File: config.mk
export PLATFORM = sky130hd
export DESIGN_NAME = tt_mizidd_alu_sequencer
export DESIGN_NICKNAME = d
export VERILOG_FILES = /design/src/rtl/tt_mizidd_alu_pkg.sv /design/src/rtl/tt_mizidd_alu_prog_mem.sv /design/src/rtl/tt_mizidd_alu_sequencer.sv
export SDC_FILE = /design/constraint.sdc
export NUM_CORES = 1
export LEC_CHECK = 0
export ABC_CLOCK_PERIOD_IN_PS = 3100
export CORE_MARGIN = 5
export CORE_UTILIZATION = 53
export CTS_BUF_LIST = sky130_fd_sc_hd__clkbuf_8
export DETAILED_ROUTE_END_ITERATION = 12
export PLACE_DENSITY = 0.78
export SLEW_MARGIN = 20
export SYNTH_ARGS = -nofsm -noshare
export SYNTH_HDL_FRONTEND = slang
export SYNTH_SLANG_ARGS = --single-unit
File: constraint.sdc
create_clock -name clk -period 3.1 [get_ports clk]
set_clock_uncertainty 0.1 [all_clocks]
set_input_delay 0.465 -clock clk [delete_from_list [all_inputs] [get_ports clk]]
set_output_delay 0.465 -clock clk [all_outputs]
set_load 0.005 [all_outputs]
File: src/rtl/tt_mizidd_alu_pkg.sv
// tt_mizidd_alu_pkg
// Definitions shared by the accumulator ALU and its program sequencer:
// opcode encodings, instruction layout and the sequencer state encoding.
// No ports; import with "import tt_mizidd_alu_pkg::*;".
package tt_mizidd_alu_pkg;

    localparam int OPC_W   = 3;
    localparam int ALU_W   = 7;
    localparam int INSTR_W = OPC_W + ALU_W;   // {opcode, operand}

    localparam logic [OPC_W-1:0] OP_NOP  = 3'b000;
    localparam logic [OPC_W-1:0] OP_LOAD = 3'b001;
    localparam logic [OPC_W-1:0] OP_ADD  = 3'b010;
    localparam logic [OPC_W-1:0] OP_SUB  = 3'b011;
    localparam logic [OPC_W-1:0] OP_HALT = 3'b111;  // sequencer-local, never issued

    typedef enum logic [1:0] {
        S_IDLE  = 2'd0,
        S_RUN   = 2'd1,
        S_DRAIN = 2'd2,
        S_DONE  = 2'd3
    } seq_state_t;

    // Opcodes 100..110 are reserved; they go out to the ALU as NOP.
    function automatic logic is_reserved(input logic [OPC_W-1:0] opc);
        return opc[2] && (opc != OP_HALT);
    endfunction

endpackage

File: src/rtl/tt_mizidd_alu_prog_mem.sv
// tt_mizidd_alu_prog_mem
// Program storage: DEPTH x IW register file, one synchronous write port and
// one asynchronous read port. Contents are not reset.
// Ports:
//   clk    in   clock
//   we     in   write enable
//   waddr  in   write index
//   wdata  in   write data
//   raddr  in   read index
//   rdata  out  read data (combinational)
module tt_mizidd_alu_prog_mem #(
    parameter int DEPTH = 8,
    parameter int IW    = 10
) (
    input  logic                     clk,
    input  logic                     we,
    input  logic [$clog2(DEPTH)-1:0] waddr,
    input  logic [IW-1:0]            wdata,
    input  logic [$clog2(DEPTH)-1:0] raddr,
    output logic [IW-1:0]            rdata
);

    logic [IW-1:0] mem [DEPTH];

    always_ff @(posedge clk) begin
        if (we) begin
            mem[waddr] <= wdata;
        end
    end

    assign rdata = mem[raddr];

endmodule

File: src/rtl/tt_mizidd_alu_sequencer.sv
// tt_mizidd_alu_sequencer
// Stores a short instruction list and replays it into the accumulator ALU,
// one instruction per enabled cycle, then captures accumulator and carry.
//
// state  | meaning
// IDLE   | accepting program edits and start
// RUN    | issuing stored instructions
// DRAIN  | NOP cycle so the ALU registers the last instruction
// DONE   | result captured, done pulse visible
//
// Ports:
//   clk, rst_n            clock, async active-low reset
//   ena                   global enable (low: hold everything, opcode -> NOP)
//   prog_clr/prog_we      program clear / append (IDLE only)
//   prog_data             {opcode, operand} to append
//   start                 begin execution (IDLE, non-empty program)
//   alu_opcode/operand    registered instruction to the ALU
//   alu_accu/alu_carry    ALU state, captured at the end of a run
//   busy, done            run in progress / one-cycle completion pulse
//   result/result_carry   captured ALU state
//   prog_count            number of stored entries
module tt_mizidd_alu_sequencer
    import tt_mizidd_alu_pkg::*;
#(
    parameter int DEPTH = 8,
    parameter int W     = ALU_W
) (
    input  logic                   clk,
    input  logic                   rst_n,
    input  logic                   ena,
    input  logic                   prog_clr,
    input  logic                   prog_we,
    input  logic [OPC_W+W-1:0]     prog_data,
    input  logic                   start,
    output logic [OPC_W-1:0]       alu_opcode,
    output logic [W-1:0]           alu_operand,
    input  logic [W-1:0]           alu_accu,
    input  logic                   alu_carry,
    output logic                   busy,
    output logic                   done,
    output logic [W-1:0]           result,
    output logic                   result_carry,
    output logic [$clog2(DEPTH):0] prog_count
);

    localparam int IW = OPC_W + W;
    localparam int AW = $clog2(DEPTH);
    localparam int CW = AW + 1;
    localparam logic [CW-1:0] FULL = CW'(DEPTH);

    seq_state_t       state_q, state_d;
    logic [CW-1:0]    rd_ptr_q, rd_ptr_d;
    logic [CW-1:0]    count_q, count_d;
    logic [OPC_W-1:0] opc_q, opc_d;
    logic [W-1:0]     opr_q, opr_d;
    logic             busy_q, busy_d;
    logic             done_q, done_d;
    logic [W-1:0]     res_q, res_d;
    logic             resc_q, resc_d;

    logic             mem_we;
    logic [AW-1:0]    mem_raddr;
    logic [IW-1:0]    mem_rdata;
    logic [OPC_W-1:0] rd_opc;
    logic [W-1:0]     rd_opr;
    logic [OPC_W-1:0] issue_opc;
    logic [W-1:0]     issue_opr;

    tt_mizidd_alu_prog_mem #(
        .DEPTH (DEPTH),
        .IW    (IW)
    ) u_prog_mem (
        .clk   (clk),
        .we    (mem_we && ena),
        .waddr (count_q[AW-1:0]),
        .wdata (prog_data),
        .raddr (mem_raddr),
        .rdata (mem_rdata)
    );

    // In IDLE the read port looks at entry 0 so start can issue it directly.
    assign mem_raddr = (state_q == S_IDLE) ? '0 : rd_ptr_q[AW-1:0];
    assign rd_opc    = mem_rdata[IW-1:W];
    assign rd_opr    = mem_rdata[W-1:0];
    assign issue_opc = is_reserved(rd_opc) ? OP_NOP : rd_opc;
    assign issue_opr = is_reserved(rd_opc) ? '0 : rd_opr;

    always_comb begin
        state_d  = state_q;
        rd_ptr_d = rd_ptr_q;
        count_d  = count_q;
        opc_d    = opc_q;
        opr_d    = opr_q;
        busy_d   = busy_q;
        done_d   = 1'b0;
        res_d    = res_q;
        resc_d   = resc_q;
        mem_we   = 1'b0;

        case (state_q)
            S_IDLE: begin
                if (start && (count_q != '0)) begin
                    busy_d   = 1'b1;
                    rd_ptr_d = CW'(1);
                    if (rd_opc == OP_HALT) begin
                        opc_d   = OP_NOP;
                        opr_d   = '0;
                        state_d = S_DRAIN;
                    end else begin
                        opc_d   = issue_opc;
                        opr_d   = issue_opr;
                        state_d = S_RUN;
                    end
                end else if (prog_clr) begin
                    count_d = '0;
                end else if (prog_we && (count_q < FULL)) begin
                    mem_we  = 1'b1;
                    count_d = count_q + CW'(1);
                end
            end
            S_RUN: begin
                if ((rd_ptr_q < count_q) && (rd_opc != OP_HALT)) begin
                    opc_d    = issue_opc;
                    opr_d    = issue_opr;
                    rd_ptr_d = rd_ptr_q + CW'(1);
                end else begin
                    opc_d   = OP_NOP;
                    opr_d   = '0;
                    state_d = S_DRAIN;
                end
            end
            S_DRAIN: begin
                res_d   = alu_accu;
                resc_d  = alu_carry;
                done_d  = 1'b1;
                busy_d  = 1'b0;
                state_d = S_DONE;
            end
            S_DONE: begin
                rd_ptr_d = '0;
                state_d  = S_IDLE;
            end
            default: state_d = S_IDLE;
        endcase
    end

    always_ff @(posedge clk or negedge rst_n) begin
        if (!rst_n) begin
            state_q  <= S_IDLE;
            rd_ptr_q <= '0;
            count_q  <= '0;
            opc_q    <= OP_NOP;
            opr_q    <= '0;
            busy_q   <= 1'b0;
            done_q   <= 1'b0;
            res_q    <= '0;
            resc_q   <= 1'b0;
        end else if (ena) begin
            state_q  <= state_d;
            rd_ptr_q <= rd_ptr_d;
            count_q  <= count_d;
            opc_q    <= opc_d;
            opr_q    <= opr_d;
            busy_q   <= busy_d;
            done_q   <= done_d;
            res_q    <= res_d;
            resc_q   <= resc_d;
        end
    end

    // The ALU must see NOP for every cycle the sequencer is frozen.
    assign alu_opcode   = ena ? opc_q : OP_NOP;
    assign alu_operand  = opr_q;
    assign busy         = busy_q;
    assign done         = done_q;
    assign result       = res_q;
    assign result_carry = resc_q;
    assign prog_count   = count_q;

endmodule

Word level (Yosys, flattened, before mapping):

Memory sizes are Yosys's and may differ from the RTL's.
Index checks and enable logic that the tools add are counted.
W data, S select, Z words.

* muxes and demuxes: 30
* bitwise operators: 1
* eq/ne operators: 8
* reductions and logical operators: 17
* add/sub/neg operators: 2
* order comparisons: 2

Operators with widths (count)
* $mux W7: 4
* $mux W3: 6
* $mux W4: 4
* $pmux W7 S2: 1
* $pmux W4 S3: 1
* $reduce_and A3 Y1: 3
* $add A4 B1 Y4 const B: 2
* $mux W1: 8
* $pmux W2 S4: 1
* $reduce_and A4 Y1: 2
* $mux W2: 3
* $pmux W3 S2: 1
* $reduce_bool A2 Y1: 3
* $logic_and A1 B1 Y1: 5
* $eq A2 B2 Y1 const B: 2
* $lt A4 B4 Y1: 1
* $lt A4 B4 Y1 const B: 1
* $ne A2 B2 Y1 const B: 2
* $reduce_bool A4 Y1: 1
* $eq A3 B3 Y1 const B: 1
* $ne A3 B3 Y1 const B: 1
* $reduce_bool A3 Y1: 1
* $eq A2 B1 Y1 const B: 1
* $logic_not A2 Y1: 1
* 4 further kinds: 4

* bits of input ports: 24
* register bits after elaboration: 30
* word-level logic and storage cells: 70
* memories kept: 1
* output and inout bits: 24
* bits in writable memories: 80

Memory list
* u_prog_mem.mem: depth 8, width 10, read ports 1, clocked after memory_dff 0, write ports 1, line tt_mizidd_alu_prog_mem.sv:23 `logic [IW-1:0] mem [DEPTH];`

Logic depth before layout (Yosys ltp):

Gate-level depths: netlist (run 1).

* word-level depth: 9
* depth in mapped cells: 10
* mapped depth without buffers: 8

Hierarchy:

Synthesis (run 1) repeated with hierarchy kept, for this count alone.

* cells, all modules: 276
* area total of the unflattened synthesis: 4734.5 um2

Modules (own cells, without submodules)
* tt_mizidd_alu_prog_mem: area an instance 3133.0 um2, cells an instance 128, instances 1, sequential area each 2402.3 um2
* tt_mizidd_alu_sequencer: area an instance 1601.5 um2, cells an instance 148, instances 1, sequential area each 750.7 um2

Worst setup path after synthesis (run 1):

No wires, ideal clock.

* path type: reg-to-reg
* start point: register count_q[1], in the netlist prog_count[1]
* end point: memory u_prog_mem.mem[0][0], enable pin
* buffers on the path: 0
* stages on the path, launching flop included: 9
* period minus slack after synthesis: 2.933 ns
* data required time: 2.610 ns
* data arrival time: 2.443 ns
* library setup time: 0.390 ns
* path slack: 0.167 ns
* cells stage by stage: dfrtp_1 > inv_1 > ha_1 > or3b_1 > nand2_1 > nand3_1 > nor3b_1 > nand2_1 > nor3_1

* longest elaborated chain between the ends: 9
* elaborated cells between the ends (all ways): 11
* those cells by class: order compare (1); mux (6); reduce/logical (4)

Ends and longest elaborated chain
* start, declared: line tt_mizidd_alu_sequencer.sv:53 `logic [CW-1:0] count_q, count_d;`
* start signal, assigned: line tt_mizidd_alu_sequencer.sv:161 `count_q <= count_d;`
* $lt A4 B4 Y1: line tt_mizidd_alu_sequencer.sv:116 `end else if (prog_we && (count_q < FULL)) begin`
* $logic_and A1 B1 Y1: line tt_mizidd_alu_sequencer.sv:116
* $mux W1: line tt_mizidd_alu_sequencer.sv:116
* $mux W1: line tt_mizidd_alu_sequencer.sv:114 `end else if (prog_clr) begin`
* $mux W1: line tt_mizidd_alu_sequencer.sv:102 `if (start && (count_q != '0)) begin`
* $mux W1: line tt_mizidd_alu_sequencer.sv:100 `case (state_q)`
* $logic_and A1 B1 Y1: line tt_mizidd_alu_sequencer.sv:74 `.we (mem_we && ena),`
* $mux W1: line tt_mizidd_alu_prog_mem.sv:26 `if (we) begin`
* $mux W1 (not written as such): line tt_mizidd_alu_prog_mem.sv:27 `mem[waddr] <= wdata;`
* end, declared: line tt_mizidd_alu_prog_mem.sv:23

Several ways; a longest one is shown, not always the timed one.

Worst setup path after layout (run 1):

* start point: register state_q[1]
* end point: register state_q[0]

* longest elaborated chain between the ends: 7
* elaborated cells between the ends (all ways): 15
* those cells by class: eq/ne (7); mux (4); reduce/logical (3); memory (1)

Ends and longest elaborated chain
* start, declared: line tt_mizidd_alu_sequencer.sv:51 `seq_state_t state_q, state_d;`
* start signal, assigned: line tt_mizidd_alu_sequencer.sv:159 `state_q <= state_d;`
* $logic_not A2 Y1: line tt_mizidd_alu_sequencer.sv:82, tt_mizidd_alu_sequencer.sv:100
* $mux W3: line tt_mizidd_alu_sequencer.sv:82 `assign mem_raddr = (state_q == S_IDLE) ? '0 : rd_ptr_q[AW-1:0];`
* $mem_v2 Z8 W10
* $eq A3 B3 Y1 or $ne A3 B3 Y1 (tied branches): line tt_mizidd_alu_sequencer.sv:105, tt_mizidd_alu_sequencer.sv:122
* $mux W2 or $logic_and A1 B1 Y1 (tied branches): line tt_mizidd_alu_sequencer.sv:105, tt_mizidd_alu_sequencer.sv:122
* $mux W2 or $ne A2 B2 Y1 (tied branches)
* $pmux W2 S4 or $reduce_and A3 Y1 (tied branches)

Several ways; a longest one is shown, not always the timed one. The select of a mux whose other input is x is not followed.
A chain may end at the register's enable or synchronous reset.

==> results of run 1 <==
## path summary, 6_finish.rpt
check / startpoint / to / slack, ns / cells after the start
hold / removal: rst_n / result[3]$_DFFE_PN0P_ / 0.38 / 2
hold reg to reg: opc_q[2]$_DFFE_PN0P_ / opc_q[2]$_DFFE_PN0P_ / 0.40 / 1
setup reg to reg: state_q[1]$_DFFE_PN0P_ / state_q[0]$_DFFE_PN0P_ / 0.35 / 9
setup / recovery: state_q[1]$_DFFE_PN0P_ / state_q[0]$_DFFE_PN0P_ / 0.35 / 9
max in group asynchronous: rst_n / rd_ptr_q[3]$_DFFE_PN0P_ / 2.24 / 2
min in group clk: opc_q[2]$_DFFE_PN0P_ / opc_q[2]$_DFFE_PN0P_ / 0.40 / 1
## registers in the layout, summed over array words and instances (netlist names)
| signal | cells |
|---|---|
| u_prog_mem.mem | 80 |
| alu_operand | 7 |
| result | 7 |
| prog_count | 4 |
| rd_ptr_q | 4 |
| opc_q | 3 |
| state_q | 2 |
| busy | 1 |
| done | 1 |
| result_carry | 1 |
## cells in the mapped netlist (3+ instances only)
cell type and n:
nand3_1 6, and2_1 5, mux4_2 8, edfxtp_1 80
mux2_2 8, ha_1 10, buf_6 3, dfrtp_1 30
a21oi_1 9, buf_4 3, nor3b_1 5, o21ai_0 10
clkbuf_1 5, nand2_1 22, a211oi_1 4, nand3b_1 3
mux2i_1 12, a22o_1 11, a221oi_1 6, nor2_1 18
nor2b_1 4, nor3_1 4, buf_2 5, inv_1 16
o22ai_1 9
## cell type report
class                      count  area share [%]
clock buffer                   9            2.21
clock inverter                 7            1.27
timing repair buffer          65            10.8
sequential                   110            56.1
tap                          108            2.41
multi-input combinational    184            26.1
inverter                      16            1.07
## critical path, delay by kind of cell (launching register included)
family,cells,cell delay [ns]
buffers and inverters,2,0.29
adder cells (fa/ha/maj),1,0.41
flip-flops,1,0.43
AO/OA/AOI/OAI,4,0.69
AND/OR/NAND/NOR,2,0.70
## report_power, final
group	switching (W)	internal (W)
clock network	0.000538	0.000321
registers	0.000198	0.00173
logic	0.000781	0.000871
total	0.00152	0.00293
## placed cells by master, fill, tap and decap left out, drive strengths merged, types with 6 or more instances in the layout
cell,instances
clkdlybuf4s50,47
mux2,8
dfrtp,30
and2,6
mux2i,12
inv,21
nand2,22
o22ai,9
a21oi,9
o21ai,11
edfxtp,80
a221oi,6
nand3,6
buf,18
ha,10
mux4,9
nor2,18
a22o,11
clkbuf,9
## layer usage
metal / GRT usage, % / wire, um
met4: 6.00 / 132
met5: 0 / 0
met1: 24.2 / 4360
met2: 30.2 / 4990
met3: 3.67 / 508
## cell families after synthesis
| group | synth area share [%] |
|---|---|
| muxes | 8.66 |
| DFF | 65.5 |
| adders and majority gates | 2.60 |
| AOI/OAI and AO/OA | 10.6 |
| buffers and inverters | 4.00 |
| and+or+nand+nor | 8.63 |
## per-stage QoR
stage          utilization, %  power, W  hold slack (ns)
2_1_floorplan               -   0.00308           0.0694
3_3_place_gp             61.6   0.00356            0.370
3_5_place_dp             61.6   0.00362            0.376
4_1_cts                  63.8   0.00447            0.375
5_1_grt                  63.8   0.00469            0.405
6_report                 63.8   0.00444            0.376
==> run metrics, run 1 <==
peak supply drop 0.397 mV; nets 420; CTS buffer count 9; crit start category flop; Final Max Tran Viols 0; GP Congestion 0.829; DRC Markers 0; clk buf depth 2; CTS tree built; fin area ~5600 um2; kind of critical path flop to flop; Cells after Synth around 330; endpoint class of the critical path flop; Worst Slack Setup Final between 0.3 and 0.4 ns; pre-CTS setup slack 0.385 ns; Vias/cell ~5.9; post-CTS setup buffer count 0; Worst Tran Pin Value 0.775 ns; unrepaired setup endpoints after global routing false; Max Cap Viol 0; num rows 34; CP max stage delay roughly 0.55 ns; syn_nets about 360; FF/Latch Area ~3200 um2; CP max-delay cell or3b_2; Yosys reg bits 110; ys flop type edfxtp_1; first-pass GRT wire length 15.7 mm; Setup TNS 0 ns; Layout fillers around 640; Worst-Skew Late Latency about 0.37 ns; Cell Area, Synth approximately 4800 um2; wire per inst about 20 um; Tmin final between 2 and 3 ns; EDFF count, synth 80; Hold Vio Cnt, Final 0; Tcrit/Tclk final between 80% and 90%; Cell Count, Final, Fillers Out 499; syn avg cell area approximately 15 um2; GRT overflow 0; multi-input logic area between 1000 and 1500 um2; Leakage about 2.0 nW; Die Width ~110 um; CP required between 3 and 4 ns; maximum fanout along the worst path 18; Post-synth ARST share a little over a quarter; IO Pins 48; # clock sinks 110; largest net degree at the start of global routing 31; layout cells sized above 1 between 15 and 20%; post-synth top area cell edfxtp_1; Final ANT Viol Nets 0; Hold Buf Count CTS 0; Root Driver clkbuf_8; port bufs 47; DR pass1 iterations 4; vias in the first global route 3005; sequential area share after synthesis around 66%; Placed Instances 483; # resized after CTS 0; initial core utilization between 50 and 60%; Tot GR Track Use 18.2%; Hold WC Path Type primary input to asynchronous set/reset pin; final setup vio count 0; CTS clk-pin slew, worst paths roughly 0.11 ns; CP Data Arrival Time a little under 3 ns; YS warnings 0; DP HPWL slightly below 7 mm; Max-slew headroom around half; 1st-iter DRT viols between 200 and 250; via count 2933; status finished clean; post-synthesis cell type count 53; Synth area leaders edfxtp_1 (50%), dfrtp_1 (16%), mux4_2 (3.7%), ha_1 (2.6%), mux2i_1 (2.5%); # diodes 0; initial antenna violation count 0; CP cell instances inv_1, ha_1, or3b_2, o22ai_1, a2111o_1, nand3_1, buf_4, a21boi_1, o221ai_1; DP Area 5420 um2; H-tree levels 3; core area 8810 um2; area grow syn2layout 16.7%; fmax about 360 MHz; die area between 10000 and 15000 um2; top-area cell type share of the netlist area 49.9%; PwrDens roughly 790 nW/um2; Detailed Route WL between 9 and 10 mm; Die Y 105 um
Power figures use the tool's default switching activity.
==> run 2, diff against run 1 <==
--- a/config.mk
+++ b/config.mk
@@ -11,5 +11,5 @@
 export CTS_BUF_LIST = sky130_fd_sc_hd__clkbuf_8
 export DETAILED_ROUTE_END_ITERATION = 12
-export PLACE_DENSITY = 0.78
+export PLACE_DENSITY = 0.86
 export SLEW_MARGIN = 20
 export SYNTH_ARGS = -nofsm -noshare
==> constraint.sdc (replaced) <==
create_clock -name clk -period 3.1 [get_ports clk]
set_clock_uncertainty 0.1 [all_clocks]
set_input_delay 0.465 -clock clk [delete_from_list [all_inputs] [get_ports clk]]
set_output_delay 0.465 -clock clk [all_outputs]
set_load 0.05 [all_outputs]
==> run metrics, run 2 (synthesis results as in run 1) <==
CP required 3.09 ns (-0.16 ns); CTS buffer count 9 (unchanged); core area 8810 um2 (unchanged); pre-CTS setup slack 0.331 ns (-0.0538 ns); Worst-Skew Late Latency 0.37 ns (about the same); Final Max Tran Viols 0 (unchanged); status finished clean; Worst Tran Pin Value 0.587 ns (-0.188 ns); Max-slew headroom 60.9% (+13 points); Root Driver clkbuf_8; first-pass GRT wire length 16.0 mm (+1.5%); Reg-to-Reg End u_prog_mem.mem[7][3]$_DFFE_PP_; Worst setup startpoint prog_count[1]$_DFFE_PN0P_; GP Congestion 0.778 (-6.2%); DP Area 5440 um2 (+0.28%); clk buf depth 2 (unchanged); H-tree levels 3 (unchanged); largest net degree at the start of global routing 31 (unchanged); Tcrit/Tclk final 90.6% (+2.0 points); Worst Slack Setup Final 0.290 ns (-0.0619 ns); CP max stage delay 0.48 ns (-0.07 ns); Comb power frac 43.8% (+6.6 points); PwrDens 850 nW/um2 (+7.4%); Worst R2R Start prog_count[1]$_DFFE_PN0P_; Worst path top cell family by delay simple AND/OR/NAND/NOR gates; DR pass1 iterations 4 (unchanged); commonest non-fill, non-tap cell in the layout edfxtp_1; port bufs 47 (unchanged); endpoint class of the critical path flop; most frequent cells in the layout edfxtp_1 (80), clkdlybuf4s50_1 (47), dfrtp_1 (30), nand2_1 (22), buf_4 (20); IO Pins 48 (unchanged); layout cells sized above 1 15.8% (-0.081 points); Hold Vio Cnt, Final 0 (unchanged); kind of critical path flop to flop; Max Cap Viol 0 (unchanged); CTS clk-pin slew, worst paths 0.10 ns (about the same); nets 422 (+0.48%); Final Total Pwr 0.00478 W (+7.5%); post-CTS setup buffer count 0 (unchanged); Die Y 105 um (unchanged); initial antenna violation count 0 (unchanged); CP Depth 9 (unchanged); most flop-heavy register u_prog_mem.mem; area grow syn2layout 16.8% (about the same); vias in the first global route 3108 (+3.4%); num rows 34 (unchanged); r2r worst-path depth 9 (unchanged); crit start category flop; Bufs and invs on worst path 2 (unchanged); Tmin final 2.81 ns (+0.0619 ns); # clock sinks 110 (unchanged); Final ANT Viol Nets 0 (unchanged); # resized after CTS 0 (unchanged); Tot GR Track Use 18.6% (+0.40 points); CP max-delay cell dfrtp_1; Die Width 105 um (unchanged); CP Data Arrival Time 2.80 ns (-0.10 ns); Sw Pwr 0.00187 W (+23%); CP cell instances inv_1, ha_1, or3b_1, nand2_1, nand3_1, nor3b_1, nand2_1, nor2_1, buf_4; unrepaired setup endpoints after global routing false; GRT overflow 0 (unchanged); Detailed Route WL 9.72 mm (-2.8%); CTS tree built; max reg flops 80 (unchanged); Hold WC Path Type primary input to asynchronous set/reset pin; r2r setup slk 0.29 ns (-0.06 ns); fmax 356 MHz (-2.2%); peak supply drop 0.462 mV (+16%); Leakage 2.04 nW (+0.35%); Hold Buf Count CTS 0 (unchanged); # diodes 0 (unchanged); maximum fanout along the worst path 8 (-10); wire per inst 19.4 um (-3.2%); switching share of power 39.1% (+4.9 points); Setup TNS 0 ns (unchanged); fin area 5620 um2 (about the same); DRC Markers 0 (unchanged); Worst Setup EP u_prog_mem.mem[7][3]$_DFFE_PP_; DP HPWL 6.69 mm (-2.7%); cell mode on critical path nand2_1; clock power share 16.8% (-2.5 points); Vias/cell 5.94 (+0.99%); die area 11100 um2 (unchanged); Flop pwr share 39.4% (-4.1 points); initial core utilization 54.6% (unchanged); Int Power 0.00291 W (-0.54%); via count 2974 (+1.4%); final setup vio count 0 (unchanged); 1st-iter DRT viols 146 (-40%)
run 2: changes by cell type in the layout (fill, tap and decap cells not counted):
cell and delta:
buf_4 +2, clkinv_1 +1, clkinv_8 +1, inv_1 +1
inv_8 -3
run 2: cell type report:
type	count	area, um2
timing repair buffer	67	621
sequential	110	3150
clock buffer	9	124
clock inverter	7	61.3
multi-input combinational	184	1470
fill	641	3190
inverter	16	60.1
tap	108	135
run 2: stage by stage:
step / cells / util, % / hold slack, ns
finish: 501 / 63.8 / 0.384
CTS: 501 / 63.8 / 0.386
global placement: 485 / 61.7 / 0.364
global route: 501 / 63.8 / 0.417
floorplan: 329 / - / 0.0694
detailed placement: 485 / 61.7 / 0.380
run 2: worst reg2reg max path, delay by kind of cell (launching register included):
kind | cells | cell delay, ns
flops | 1 | 0.48
fa+ha+maj | 1 | 0.14
simple gates | 6 | 1.45
buf+inv | 2 | 0.37
run 2: power by group through the flow:
stage / sequential [W] / combinational, W / clock [W]
after global placement: 0.00191 / 0.00202 / 0
final: 0.00188 / 0.00209 / 0.000802
after floorplan: 0.00225 / 0.00123 / 0
after CTS: 0.00188 / 0.00210 / 0.000817
after detailed placement: 0.00191 / 0.00209 / 0
after global routing: 0.00191 / 0.00225 / 0.000889
run 2: worst min-delay path by stage:
stage / startpoint / to / depth (start not counted)
floorplan: rst_n / alu_operand[0]$_DFFE_PN0P_ / 0
global placement: opc_q[2]$_DFFE_PN0P_ / opc_q[2]$_DFFE_PN0P_ / 1
detailed placement: opc_q[2]$_DFFE_PN0P_ / opc_q[2]$_DFFE_PN0P_ / 1
CTS: rst_n / done$_DFFE_PN0P_ / 2
global route: rst_n / alu_operand[6]$_DFFE_PN0P_ / 2
finish: rst_n / done$_DFFE_PN0P_ / 2
run 2: layer usage:
layer	vias up	wire length, um	track usage, %	part of all wire [%]
li1	1366	-	-	-
met1	1486	4040	23.8	42
met2	104	4890	31.4	50
met3	18	658	5.13	6.8
met4	0	135	5.15	1.4
met5	-	0	0	0
